--- src/rtl/sweep_tester.sv ---
// Truth-table sweeper: steps stim through every vector, majority-votes the
// selected circuit output, and compares the captured table to an expected one.
module sweep_tester #(
    parameter int IN_BITS       = 5,
    parameter int SETTLE_CYCLES = 4,
    parameter int SAMPLES       = 3
) (
    input  logic                    clk,
    input  logic                    rst,
    input  logic                    start,
    input  logic [4:0]              circuit_sel,
    input  logic [2**IN_BITS-1:0]   expected,
    input  logic                    dut_out,
    output logic [IN_BITS-1:0]      stim,
    output logic [4:0]              sel_out,
    output logic                    busy,
    output logic                    done,
    output logic                    pass,
    output logic [2**IN_BITS-1:0]   signature,
    output logic [IN_BITS:0]        mism_cnt,
    output logic [IN_BITS-1:0]      first_fail,
    output logic [IN_BITS:0]        unstable_cnt
);

    localparam int NVEC = 2**IN_BITS;
    localparam int CMAX = (SETTLE_CYCLES > SAMPLES) ? SETTLE_CYCLES : SAMPLES;
    localparam int CW   = (CMAX > 1) ? $clog2(CMAX) : 1;
    localparam int OW   = $clog2(SAMPLES + 1);

    typedef enum logic [2:0] {
        S_IDLE,
        S_SETTLE,
        S_SAMPLE,
        S_RECORD,
        S_DONE
    } state_t;

    state_t              state_q, state_d;
    logic [CW-1:0]       cnt_q, cnt_d;
    logic [OW-1:0]       ones_q, ones_d;
    logic [IN_BITS-1:0]  stim_q, stim_d;
    logic [4:0]          sel_q, sel_d;
    logic [NVEC-1:0]     exp_q, exp_d;
    logic [NVEC-1:0]     sig_q, sig_d;
    logic [IN_BITS:0]    mism_q, mism_d;
    logic [IN_BITS-1:0]  ff_q, ff_d;
    logic [IN_BITS:0]    unst_q, unst_d;
    logic                busy_q, busy_d;
    logic                done_q, done_d;
    logic                pass_q, pass_d;
    logic                maj;
    logic                unstable;

    always_comb begin
        maj      = (int'(ones_q) * 2) > SAMPLES;
        unstable = (ones_q != '0) && (int'(ones_q) != SAMPLES);
    end

    always_comb begin
        state_d = state_q;
        cnt_d   = cnt_q;
        ones_d  = ones_q;
        stim_d  = stim_q;
        sel_d   = sel_q;
        exp_d   = exp_q;
        sig_d   = sig_q;
        mism_d  = mism_q;
        ff_d    = ff_q;
        unst_d  = unst_q;
        busy_d  = busy_q;
        done_d  = 1'b0;
        pass_d  = pass_q;

        case (state_q)
            S_IDLE: begin
                if (start) begin
                    sel_d   = circuit_sel;
                    exp_d   = expected;
                    sig_d   = '0;
                    mism_d  = '0;
                    ff_d    = '0;
                    unst_d  = '0;
                    pass_d  = 1'b0;
                    stim_d  = '0;
                    busy_d  = 1'b1;
                    cnt_d   = CW'(SETTLE_CYCLES - 1);
                    state_d = S_SETTLE;
                end
            end
            S_SETTLE: begin
                if (cnt_q == '0) begin
                    cnt_d   = CW'(SAMPLES - 1);
                    ones_d  = '0;
                    state_d = S_SAMPLE;
                end else begin
                    cnt_d = cnt_q - CW'(1);
                end
            end
            S_SAMPLE: begin
                ones_d = ones_q + OW'(dut_out);
                if (cnt_q == '0) begin
                    state_d = S_RECORD;
                end else begin
                    cnt_d = cnt_q - CW'(1);
                end
            end
            S_RECORD: begin
                sig_d[stim_q] = maj;
                if (unstable && (unst_q != '1)) begin
                    unst_d = unst_q + (IN_BITS+1)'(1);
                end
                if (maj != exp_q[stim_q]) begin
                    mism_d = mism_q + (IN_BITS+1)'(1);
                    if (mism_q == '0) begin
                        ff_d = stim_q;
                    end
                end
                if (stim_q == '1) begin
                    busy_d  = 1'b0;
                    done_d  = 1'b1;
                    pass_d  = (mism_d == '0);
                    state_d = S_DONE;
                end else begin
                    stim_d  = stim_q + IN_BITS'(1);
                    cnt_d   = CW'(SETTLE_CYCLES - 1);
                    state_d = S_SETTLE;
                end
            end
            S_DONE: begin
                state_d = S_IDLE;
            end
            default: begin
                state_d = S_IDLE;
            end
        endcase
    end

    always_ff @(posedge clk) begin
        if (rst) begin
            state_q <= S_IDLE;
            cnt_q   <= '0;
            ones_q  <= '0;
            stim_q  <= '0;
            sel_q   <= '0;
            exp_q   <= '0;
            sig_q   <= '0;
            mism_q  <= '0;
            ff_q    <= '0;
            unst_q  <= '0;
            busy_q  <= 1'b0;
            done_q  <= 1'b0;
            pass_q  <= 1'b0;
        end else begin
            state_q <= state_d;
            cnt_q   <= cnt_d;
            ones_q  <= ones_d;
            stim_q  <= stim_d;
            sel_q   <= sel_d;
            exp_q   <= exp_d;
            sig_q   <= sig_d;
            mism_q  <= mism_d;
            ff_q    <= ff_d;
            unst_q  <= unst_d;
            busy_q  <= busy_d;
            done_q  <= done_d;
            pass_q  <= pass_d;
        end
    end

    assign stim         = stim_q;
    assign sel_out      = sel_q;
    assign busy         = busy_q;
    assign done         = done_q;
    assign pass         = pass_q;
    assign signature    = sig_q;
    assign mism_cnt     = mism_q;
    assign first_fail   = ff_q;
    assign unstable_cnt = unst_q;

endmodule

--- config.mk ---
export PLATFORM = sky130hd
export DESIGN_NAME = sweep_tester
export DESIGN_NICKNAME = d
export VERILOG_FILES = /design/src/rtl/sweep_tester.sv
export SDC_FILE = /design/constraint.sdc
export NUM_CORES = 1
export LEC_CHECK = 0
export BUFFER_PORTS_ARGS = -buffer_cell sky130_fd_sc_hd__buf_2
export CAP_MARGIN = 25
export CORE_MARGIN = 5
export CORE_UTILIZATION = 45
export DETAILED_ROUTE_END_ITERATION = 6
export HOLD_SLACK_MARGIN = 0.08
export PLACE_DENSITY = 0.77
export SYNTH_ARGS = -nofsm -noshare
export SYNTH_HDL_FRONTEND = slang
export SYNTH_SLANG_ARGS = --single-unit
--- constraint.sdc ---
create_clock -name clk -period 3.3 [get_ports clk]
set_input_delay 0.33 -clock clk [delete_from_list [all_inputs] [get_ports clk]]
set_output_delay 0.33 -clock clk [all_outputs]
set_load 0.03 [all_outputs]
# After elaboration in Yosys (flattened, before gate mapping)
# Cells that the tools add are included.
[totals] regBits=101 out_inout_bits=62 input_bits=41 word_cells=97
[classes] reduce_logical=21 eq_ne=16 n_bitwise=1 order_cmp=3 muxes=38 addsub=5
[op_table] cell="$pmux W32 S2" n=1
[op_table] cell="$bwmux W32" n=1
[op_table] cell="$mux W32" n=1
[op_table] cell="$mux W6" n=4
[op_table] cell="$pmux W6 S2" n=2
[op_table] cell="$mux W5" n=4
[op_table] cell="$pmux W5 S2" n=2
[op_table] cell="$ne A2 B2 Y1 const B" n=9
[op_table] cell="$add A6 B1 Y6 const B" n=2
[op_table] cell="$logic_not A6 Y1" n=2
[op_table] cell="$mux W3" n=4
[op_table] cell="$pmux W3 S4" n=1
[op_table] cell="$reduce_and A3 Y1" n=4
[op_table] cell="$mux W2" n=5
[op_table] cell="$pmux W2 S4" n=1
[op_table] cell="$reduce_and A4 Y1" n=2
[op_table] cell="$mux W1" n=7
[op_table] cell="$eq A3 B2 Y1 const B" n=2
[op_table] cell="$lt A5 B6 Y1 const B" n=1
[op_table] cell="$ne A6 B6 Y1 const B" n=1
[op_table] cell="$reduce_and A2 Y1" n=3
[op_table] cell="$reduce_bool A2 Y1" n=3
[op_table] cell="$add A5 B1 Y5 const B" n=1
[op_table] cell="$bmux W1 S5" n=1
[op_table] cell="17 further kinds" n=20

# Depth between registers and ports, before layout
# Gate-level depths: netlist of run 1.
[logic_depth] depth_word=8 ltp_mapped=9

# Worst setup path before layout of run 1
# Ideal clock, no wire load.
[synth_path] path_type="reg-to-reg" startpoint="reg stim_q[1] (netlist: stim[1])" endpoint="reg mism_q[4] (netlist: mism_cnt[4])" setup_ns=0.116 path_stages_with_launch=10 arrival_time_ns=2.451 period_less_slack_ns=2.567 setup_slack_ns=0.733 required_time_ns=3.184 path_cell_list="dfxtp_1 -> buf_6 -> mux4_2 -> nand2_1 -> a21oi_1 -> nor4_4 -> xnor2_1 -> buf_4 -> nand4_1 -> a31o_1"
[synth_between] elab_chain_cells=6
[synth_lines] element="from (decl)" line="41" rtl="logic [IN_BITS-1:0] stim_q, stim_d;"
[synth_lines] element="from (signal assigned)" line="157" rtl="stim_q <= stim_d;"
[synth_lines] element="$bmux W1 S5" line="112" rtl="if (maj != exp_q[stim_q]) begin"
[synth_lines] element="$mux W1 (implied by the code)" line="112"
[synth_lines] element="$ne A1 B1 Y1" line="112"
[synth_lines] element="$mux W6" line="112"
[synth_lines] element="$mux W6" line="74" rtl="case (state_q)"
[synth_lines] element="$pmux W6 S2" line="74"
[synth_lines] element="to (signal assigned)" line="161" rtl="mism_q <= mism_d;"
[synth_lines] element="to (decl)" line="45" rtl="logic [IN_BITS:0] mism_q, mism_d;"
# No other way between the ends. The select of a mux whose other input is x is not followed.
# A chain may end at the register's enable or synchronous reset.

# Worst setup path in the final report of run 1
[layout_path] startpoint="reg stim_q[0] (netlist: stim[0])" endpoint="reg ff_q[1] (netlist: first_fail[1])"
[layout_between] elab_chain_cells=5
[layout_lines] element="$bmux W1 S5" line="112"
[layout_lines] element="$mux W1 (implied by the code)" line="112"
[layout_lines] element="$ne A1 B1 Y1" line="112"
[layout_lines] element="$ne A2 B2 Y1 (no line)"
[layout_lines] element="$reduce_and A4 Y1 (no line)"
[layout_lines] element="to (signal assigned)" line="148" rtl="ff_q <= '0;"
[layout_lines] element="to (signal assigned)" line="162" rtl="ff_q <= ff_d;"
[layout_lines] element="to (decl)" line="46" rtl="logic [IN_BITS-1:0] ff_q, ff_d;"
# No other way between the ends. The select of a mux whose other input is x is not followed.

==> results.json, run 1 <==
{
  "avgSynthCellArea_sq_um": 8.237,
  "clock_latency_ns": 0.36,
  "first_pass_iters": 6,
  "finalSetupTns_ns": 0,
  "fin_crit_ns": 2.904,
  "async_flop_share": 0,
  "num_vias": 4347,
  "relSlewSlack": 0.5288,
  "synth_edf_count": 0,
  "p_per_area_mw_per_mm2": 429.8,
  "cts_tree": "yes",
  "syn_inst": 569,
  "final_cell_area_sq_mm": 0.005441,
  "synth-compound-area-share": 0.1660,
  "ys_types": 47,
  "ys.flop_type": "dfxtp_1",
  "dp_hpwl_microns": 9014,
  "htree_levels": 3,
  "wire_per_inst_microns": 15.69,
  "num_antenna_cells": 0,
  "syn-num-nets": 621,
  "gp_congestion": 0.8505,
  "postCtsSetupBuffers": 0,
  "numCtsBuffers": 9,
  "grt_pass1_vias": 4022,
  "finalWirelength_microns": 12300,
  "grt_max_degree": 45,
  "clk_path_buf_depth": 2,
  "switchingPower_mw": 0.6080,
  "cpPeakStageDelay_ns": 0.67,
  "irDropWorstVdd_mv": 0.2225,
  "die_x_microns": 112.1,
  "max_cap_viol_count": 0,
  "setup_slack_ns": 0.3965,
  "cp-start-kind": "flip-flop",
  "grt_pass1_wl_microns": 20090,
  "num_rows": 37,
  "ys_seq_elements": 101,
  "synth_mux_area_frac": 0.05980,
  "dpl_cell_area_sq_mm": 0.005261,
  "grt-ovfl-total": 0,
  "ctsRootBufferMaster": "clkbuf_8",
  "critPathRequiredTime_ns": 3.58,
  "clock.fmax_ghz": 0.3444,
  "switching_share": 0.2600,
  "die_h_microns": 112.1,
  "p_int_mw": 1.731,
  "track_usage": 0.1919,
  "ys_warn_count": 0,
  "drc_errors": 0,
  "synth_seq_area_share": 0.4314,
  "critPathArrivalTime_ns": 3.19,
  "final_cell_mix": "nand2_1, buf_2, dfxtp_1",
  "combinationalPowerShare": 0.120,
  "path_max_fanout": 12,
  "hold_buffers": 0,
  "final-setup-viol-count": 0,
  "synth_top_family_by_area": "simple AND/OR/NAND/NOR gates",
  "drive_gt1_frac": 0.2176,
  "start_util": 0.4581,
  "fin_skew_ns": 0.009970,
  "period_share": 0.8799,
  "fin_cells": 784,
  "drt.antenna.violating_nets": 0,
  "p_total_mw": 2.339,
  "rsz0062_at_grt": "no",
  "multi_input_area_sq_mm": 0.002431,
  "final_common_cell": "nand2_1",
  "critPathCaptureType": "flip-flop",
  "tightest_slew_ns": 0.7061,
  "final_net_count": 697,
  "synth-xor-area-share": 0.02429,
  "ios": 103,
  "p_leak_nw": 2.223,
  "seq_area_sq_mm": 0.002022,
  "coreArea_sq_mm": 0.01023,
  "area_growth_syn_to_layout_pct": 16.10,
  "antenna_found_initial": 0,
  "pre_cts_ws_ns": 0.4136,
  "drt_iter0_markers": 322,
  "critPathSlowestCell": "dfxtp_1",
  "path_buf_inv": 1,
  "synthAdderAreaFrac": 0.02936,
  "drt-vias-per-instance": 5.545,
  "n_fill_cell": 956,
  "clkPwrFrac": 0.323,
  "hold_viol": 0,
  "hp-class": "in2reg",
  "seqPwrFrac": 0.557,
  "crit_family": "multiplexers",
  "yosys.area_share.simple": 0.2373,
  "clock-sinks": 101,
  "crit_chain": "mux4_2, a22o_1, nor4_4, xnor2_1, buf_4, and4_1, mux2i_1",
  "dp.cells": 770,
  "path_clk_slew_ns": 0.09,
  "numPortBuffers": 102,
  "drv_slew": 0,
  "syn-cell-area_sq_mm": 0.004687,
  "die_area_sq_mm": 0.01256,
  "status": "completed",
  "criticalPathCategory": "reg2reg",
  "post_cts_resized": 0
}
## through the flow
step | hold slack (ns) | util
5_1_grt | 0.1909 | 0.5319
3_5_place_dp | 0.4485 | 0.5142
6_report | 0.1971 | 0.5319
4_1_cts | 0.1895 | 0.5319
2_1_floorplan | 0.4331 | -
3_3_place_gp | 0.4413 | 0.5142
## metal layers
| layer | GRT usage | share of wire | vias to the layer above |
|---|---|---|---|
| met3 | 0.04744 | 0.089 | 19 |
| met4 | 0.07772 | 0.019 | 0 |
| met5 | 0 | 0 | - |
| li1 | - | - | 2147 |
| met2 | 0.2902 | 0.44 | 197 |
| met1 | 0.2639 | 0.45 | 1984 |
## cell families after synthesis
family / count (synthesis)
AO/OA/AOI/OAI: 123
XOR/XNOR: 13
adder cells (fa/ha/maj): 11
buffers and inverters: 59
flip-flops: 101
multiplexers: 18
AND/OR/NAND/NOR: 244
## final timing paths
| kind | slack, ns | end | startpoint | cells after the start |
|---|---|---|---|---|
| worst max-delay path | 0.40 | first_fail[1]$_SDFFE_PP0P_ | stim[0]$_SDFFE_PP0P_ | 7 |
| worst min-delay path | 0.20 | sel_out[1]$_SDFFE_PP0P_ | circuit_sel[1] | 3 |
| worst max register to register | 0.40 | first_fail[1]$_SDFFE_PP0P_ | stim[0]$_SDFFE_PP0P_ | 7 |
| worst min register to register | 0.46 | exp_q[3]$_SDFFE_PP0P_ | exp_q[3]$_SDFFE_PP0P_ | 2 |
## synth_stat cells (all sizes together), types with 4 or more instances
cell    instances  area share
dfxtp         101        0.43
nand3          26       0.028
and3            7      0.0093
o21ai           4      0.0043
a32oi          14       0.026
mux4            8       0.038
or3             4      0.0053
nand4          10       0.013
nand2         121       0.097
nor2b           7      0.0093
xnor2           8       0.015
ha             11       0.029
mux2i          10       0.021
inv             9      0.0072
nor3            9      0.0096
xor2            5      0.0093
o211ai         17       0.027
a211oi          4      0.0064
buf             9       0.012
clkbuf         40       0.032
a21oi          67       0.072
nor2           40       0.032
## worst min-delay path, delay by kind of cell
family	cells	cell delay (ns)
simple gates	1	0.04
buf+inv	1	0.09
compound gates	1	0.05
## registers in the layout, indices dropped and copies added, names as in the netlist, 3 cells and up
| register | flops |
|---|---|
| state_q | 3 |
| sel_out | 5 |
| first_fail | 5 |
| stim | 5 |
| exp_q | 32 |
| mism_cnt | 6 |
| signature | 32 |
| unstable_cnt | 6 |
## cell type report
type	instances	share of cell area
Clock buffer	12	0.02667
Inverter	10	0.006898
Timing Repair Buffer	114	0.1104
Tap cell	136	0.03127
Sequential cell	101	0.3716
Clock inverter	2	0.006438
Multi-Input combinational cell	409	0.4468
## power groups by stage
stage | combinational (mW) | sequential [mW] | clock, mW
2_1_floorplan | 0.198 | 1.33 | 0
3_3_place_gp | 0.269 | 1.33 | 0
3_5_place_dp | 0.278 | 1.33 | 0
4_1_cts | 0.278 | 1.30 | 0.767
5_1_grt | 0.311 | 1.31 | 0.820
6_report | 0.280 | 1.30 | 0.756
No activity file was read; power rests on OpenSTA's default activity.
==> inputs of run 2 (changes only) <==
==> constraint.sdc (replaced) <==
create_clock -name clk -period 2.8 [get_ports clk]
set_input_delay 0.28 -clock clk [delete_from_list [all_inputs] [get_ports clk]]
set_output_delay 0.28 -clock clk [all_outputs]
set_load 0.03 [all_outputs]
==> run 2 against run 1 <==
Effect of this change: maximum frequency up 13%; die area unchanged; clock power up 27%; sequential share of layout area down 0.51 points; total power up 21%; worst setup slack worse by 0.16 ns; combinational power up 21%; largest power group unchanged.
==> results.json, run 2 (synthesis gave the netlist of run 1 again) <==
{
  "reg2reg_from": "stim[1]$_SDFFE_PP0P_",
  "seq_area_sq_mm": 0.002022,
  "tightest_slew_ns": 0.6567,
  "hold_viol": 0,
  "cts_tree": "yes",
  "final-setup-viol-count": 0,
  "combinationalPowerShare": 0.119,
  "criticalPathCategory": "reg2reg",
  "post_cts_resized": 0,
  "rrSetupSlack_ns": 0.24,
  "grt_max_degree": 45,
  "area_growth_syn_to_layout_pct": 17.73,
  "coreArea_sq_mm": 0.01023,
  "rsz0062_at_grt": "no",
  "clkPwrFrac": 0.339,
  "clock.fmax_ghz": 0.3904,
  "drc_errors": 0,
  "ios": 103,
  "finalWirelength_microns": 12620,
  "crit_start": "stim[1]$_SDFFE_PP0P_",
  "first_pass_iters": 5,
  "grt-ovfl-total": 0,
  "p_total_mw": 2.839,
  "fin_cells": 793,
  "critPathRequiredTime_ns": 3.11,
  "dp_hpwl_microns": 9239,
  "cp-start-kind": "flip-flop",
  "hp-class": "in2reg",
  "numPortBuffers": 102,
  "die_h_microns": 112.1,
  "critPathArrivalTime_ns": 2.87,
  "period_share": 0.9148,
  "drive_gt1_frac": 0.2314,
  "postCtsSetupBuffers": 0,
  "hold_buffers": 0,
  "wire_per_inst_microns": 15.91,
  "num_rows": 37,
  "antenna_found_initial": 0,
  "rr_worst_depth": 8,
  "clock_latency_ns": 0.38,
  "num_antenna_cells": 0,
  "start_util": 0.4581,
  "track_usage": 0.1966,
  "numCtsBuffers": 9,
  "hold_path_depth": 3,
  "gp_congestion": 0.8510,
  "path_max_fanout": 12,
  "relSlewSlack": 0.5606,
  "seqPwrFrac": 0.542,
  "n_fill_cell": 952,
  "fin_crit_ns": 2.561,
  "status": "completed",
  "clk_path_buf_depth": 2,
  "grt_pass1_vias": 4110,
  "htree_levels": 3,
  "path_clk_slew_ns": 0.11,
  "utilization": 0.5393,
  "drt_iter0_markers": 309,
  "fin_skew_ns": 0.01267,
  "die_x_microns": 112.1,
  "clock-sinks": 101,
  "switching_share": 0.2809,
  "multi_input_area_sq_mm": 0.002431,
  "grt_pass1_wl_microns": 20410,
  "finalSetupTns_ns": 0,
  "critPathCaptureType": "flip-flop",
  "ctsRootBufferMaster": "clkbuf_8",
  "p_int_mw": 2.041,
  "drt.antenna.violating_nets": 0,
  "dp.cells": 777,
  "final_common_cell": "nand2_1",
  "final_net_count": 704,
  "cp-endpoint": "first_fail[1]$_SDFFE_PP0P_",
  "drv_slew": 0,
  "final_cell_mix": "nand2_1, buf_2, dfxtp_1",
  "p_leak_nw": 2.264,
  "die_area_sq_mm": 0.01256,
  "irDropWorstVdd_mv": 0.3175,
  "num_vias": 4411,
  "p_per_area_mw_per_mm2": 514.5,
  "drt-vias-per-instance": 5.562,
  "switchingPower_mw": 0.7976,
  "reg2reg_to": "first_fail[1]$_SDFFE_PP0P_",
  "max_cap_viol_count": 0
}
==> run 2: cell types whose count changed in the layout (fill, tap and decap cells not counted), sizes merged <==
| cell | before | now |
|---|---|---|
| buf | 114 | 121 |
| clkbuf | 12 | 9 |
| inv | 9 | 12 |
| clkinvlp | 0 | 2 |
==> run 2: power by group through the flow <==
| stage | clock (mW) | combinational (mW) | sequential [mW] |
|---|---|---|---|
| CTS | 0.973 | 0.339 | 1.54 |
| global placement | 0 | 0.325 | 1.57 |
| finish | 0.962 | 0.339 | 1.54 |
| detailed placement | 0 | 0.336 | 1.57 |
| floorplan | 0 | 0.233 | 1.56 |
| global route | 1.03 | 0.378 | 1.54 |
==> run 2: layout make-up <==
type / count / area share
Timing Repair Buffer: 121 / 0.1184
Tap cell: 136 / 0.03084
Multi-Input combinational cell: 409 / 0.4406
Sequential cell: 101 / 0.3664
Clock inverter: 7 / 0.01451
Inverter: 10 / 0.006803
Clock buffer: 9 / 0.02245
==> run 2: how the worst min path moves through the flow <==
| stage | startpoint | to | slack [ns] |
|---|---|---|---|
| 2_1_floorplan | expected[0] | exp_q[0]$_SDFFE_PP0P_ | 0.42 |
| 3_5_place_dp | exp_q[16]$_SDFFE_PP0P_ | exp_q[16]$_SDFFE_PP0P_ | 0.45 |
| 5_1_grt | circuit_sel[1] | sel_out[1]$_SDFFE_PP0P_ | 0.12 |
| 3_3_place_gp | sel_out[4]$_SDFFE_PP0P_ | sel_out[4]$_SDFFE_PP0P_ | 0.44 |
| 6_report | circuit_sel[0] | sel_out[0]$_SDFFE_PP0P_ | 0.13 |
| 4_1_cts | circuit_sel[0] | sel_out[0]$_SDFFE_PP0P_ | 0.11 |
==> run 2: metal layers <==
layer / part of all wire / global-route usage / wire, microns / vias up
met5: 0 / 0 / 0 / -
met4: 0.025 / 0.06811 / 318 / 0
met3: 0.073 / 0.04582 / 923 / 27
met2: 0.46 / 0.3102 / 5796 / 181
met1: 0.44 / 0.2660 / 5577 / 2043
li1: - / - / - / 2160
==> run 2: per-stage QoR <==
step / area (sq um) / hold WS, ns / setup slack, ns
after floorplan: 4687 / 0.4160 / 0.2333
after global placement: 5314 / 0.4425 / 0.3965
after global routing: 5518 / 0.1162 / 0.02955
after detailed placement: 5314 / 0.4491 / 0.2673
after CTS: 5518 / 0.1130 / 0.2194
final: 5518 / 0.1265 / 0.2387
==> run 2: worst max-delay path, stage by stage (launching register included) <==
cell and delay (ns):
dfxtp_1 0.46, buf_4 0.25, mux4_2 0.32, mux2i_1 0.17, nor3_1 0.09, nor4_4 0.41
xnor2_1 0.19, and4_1 0.39, mux2i_1 0.22
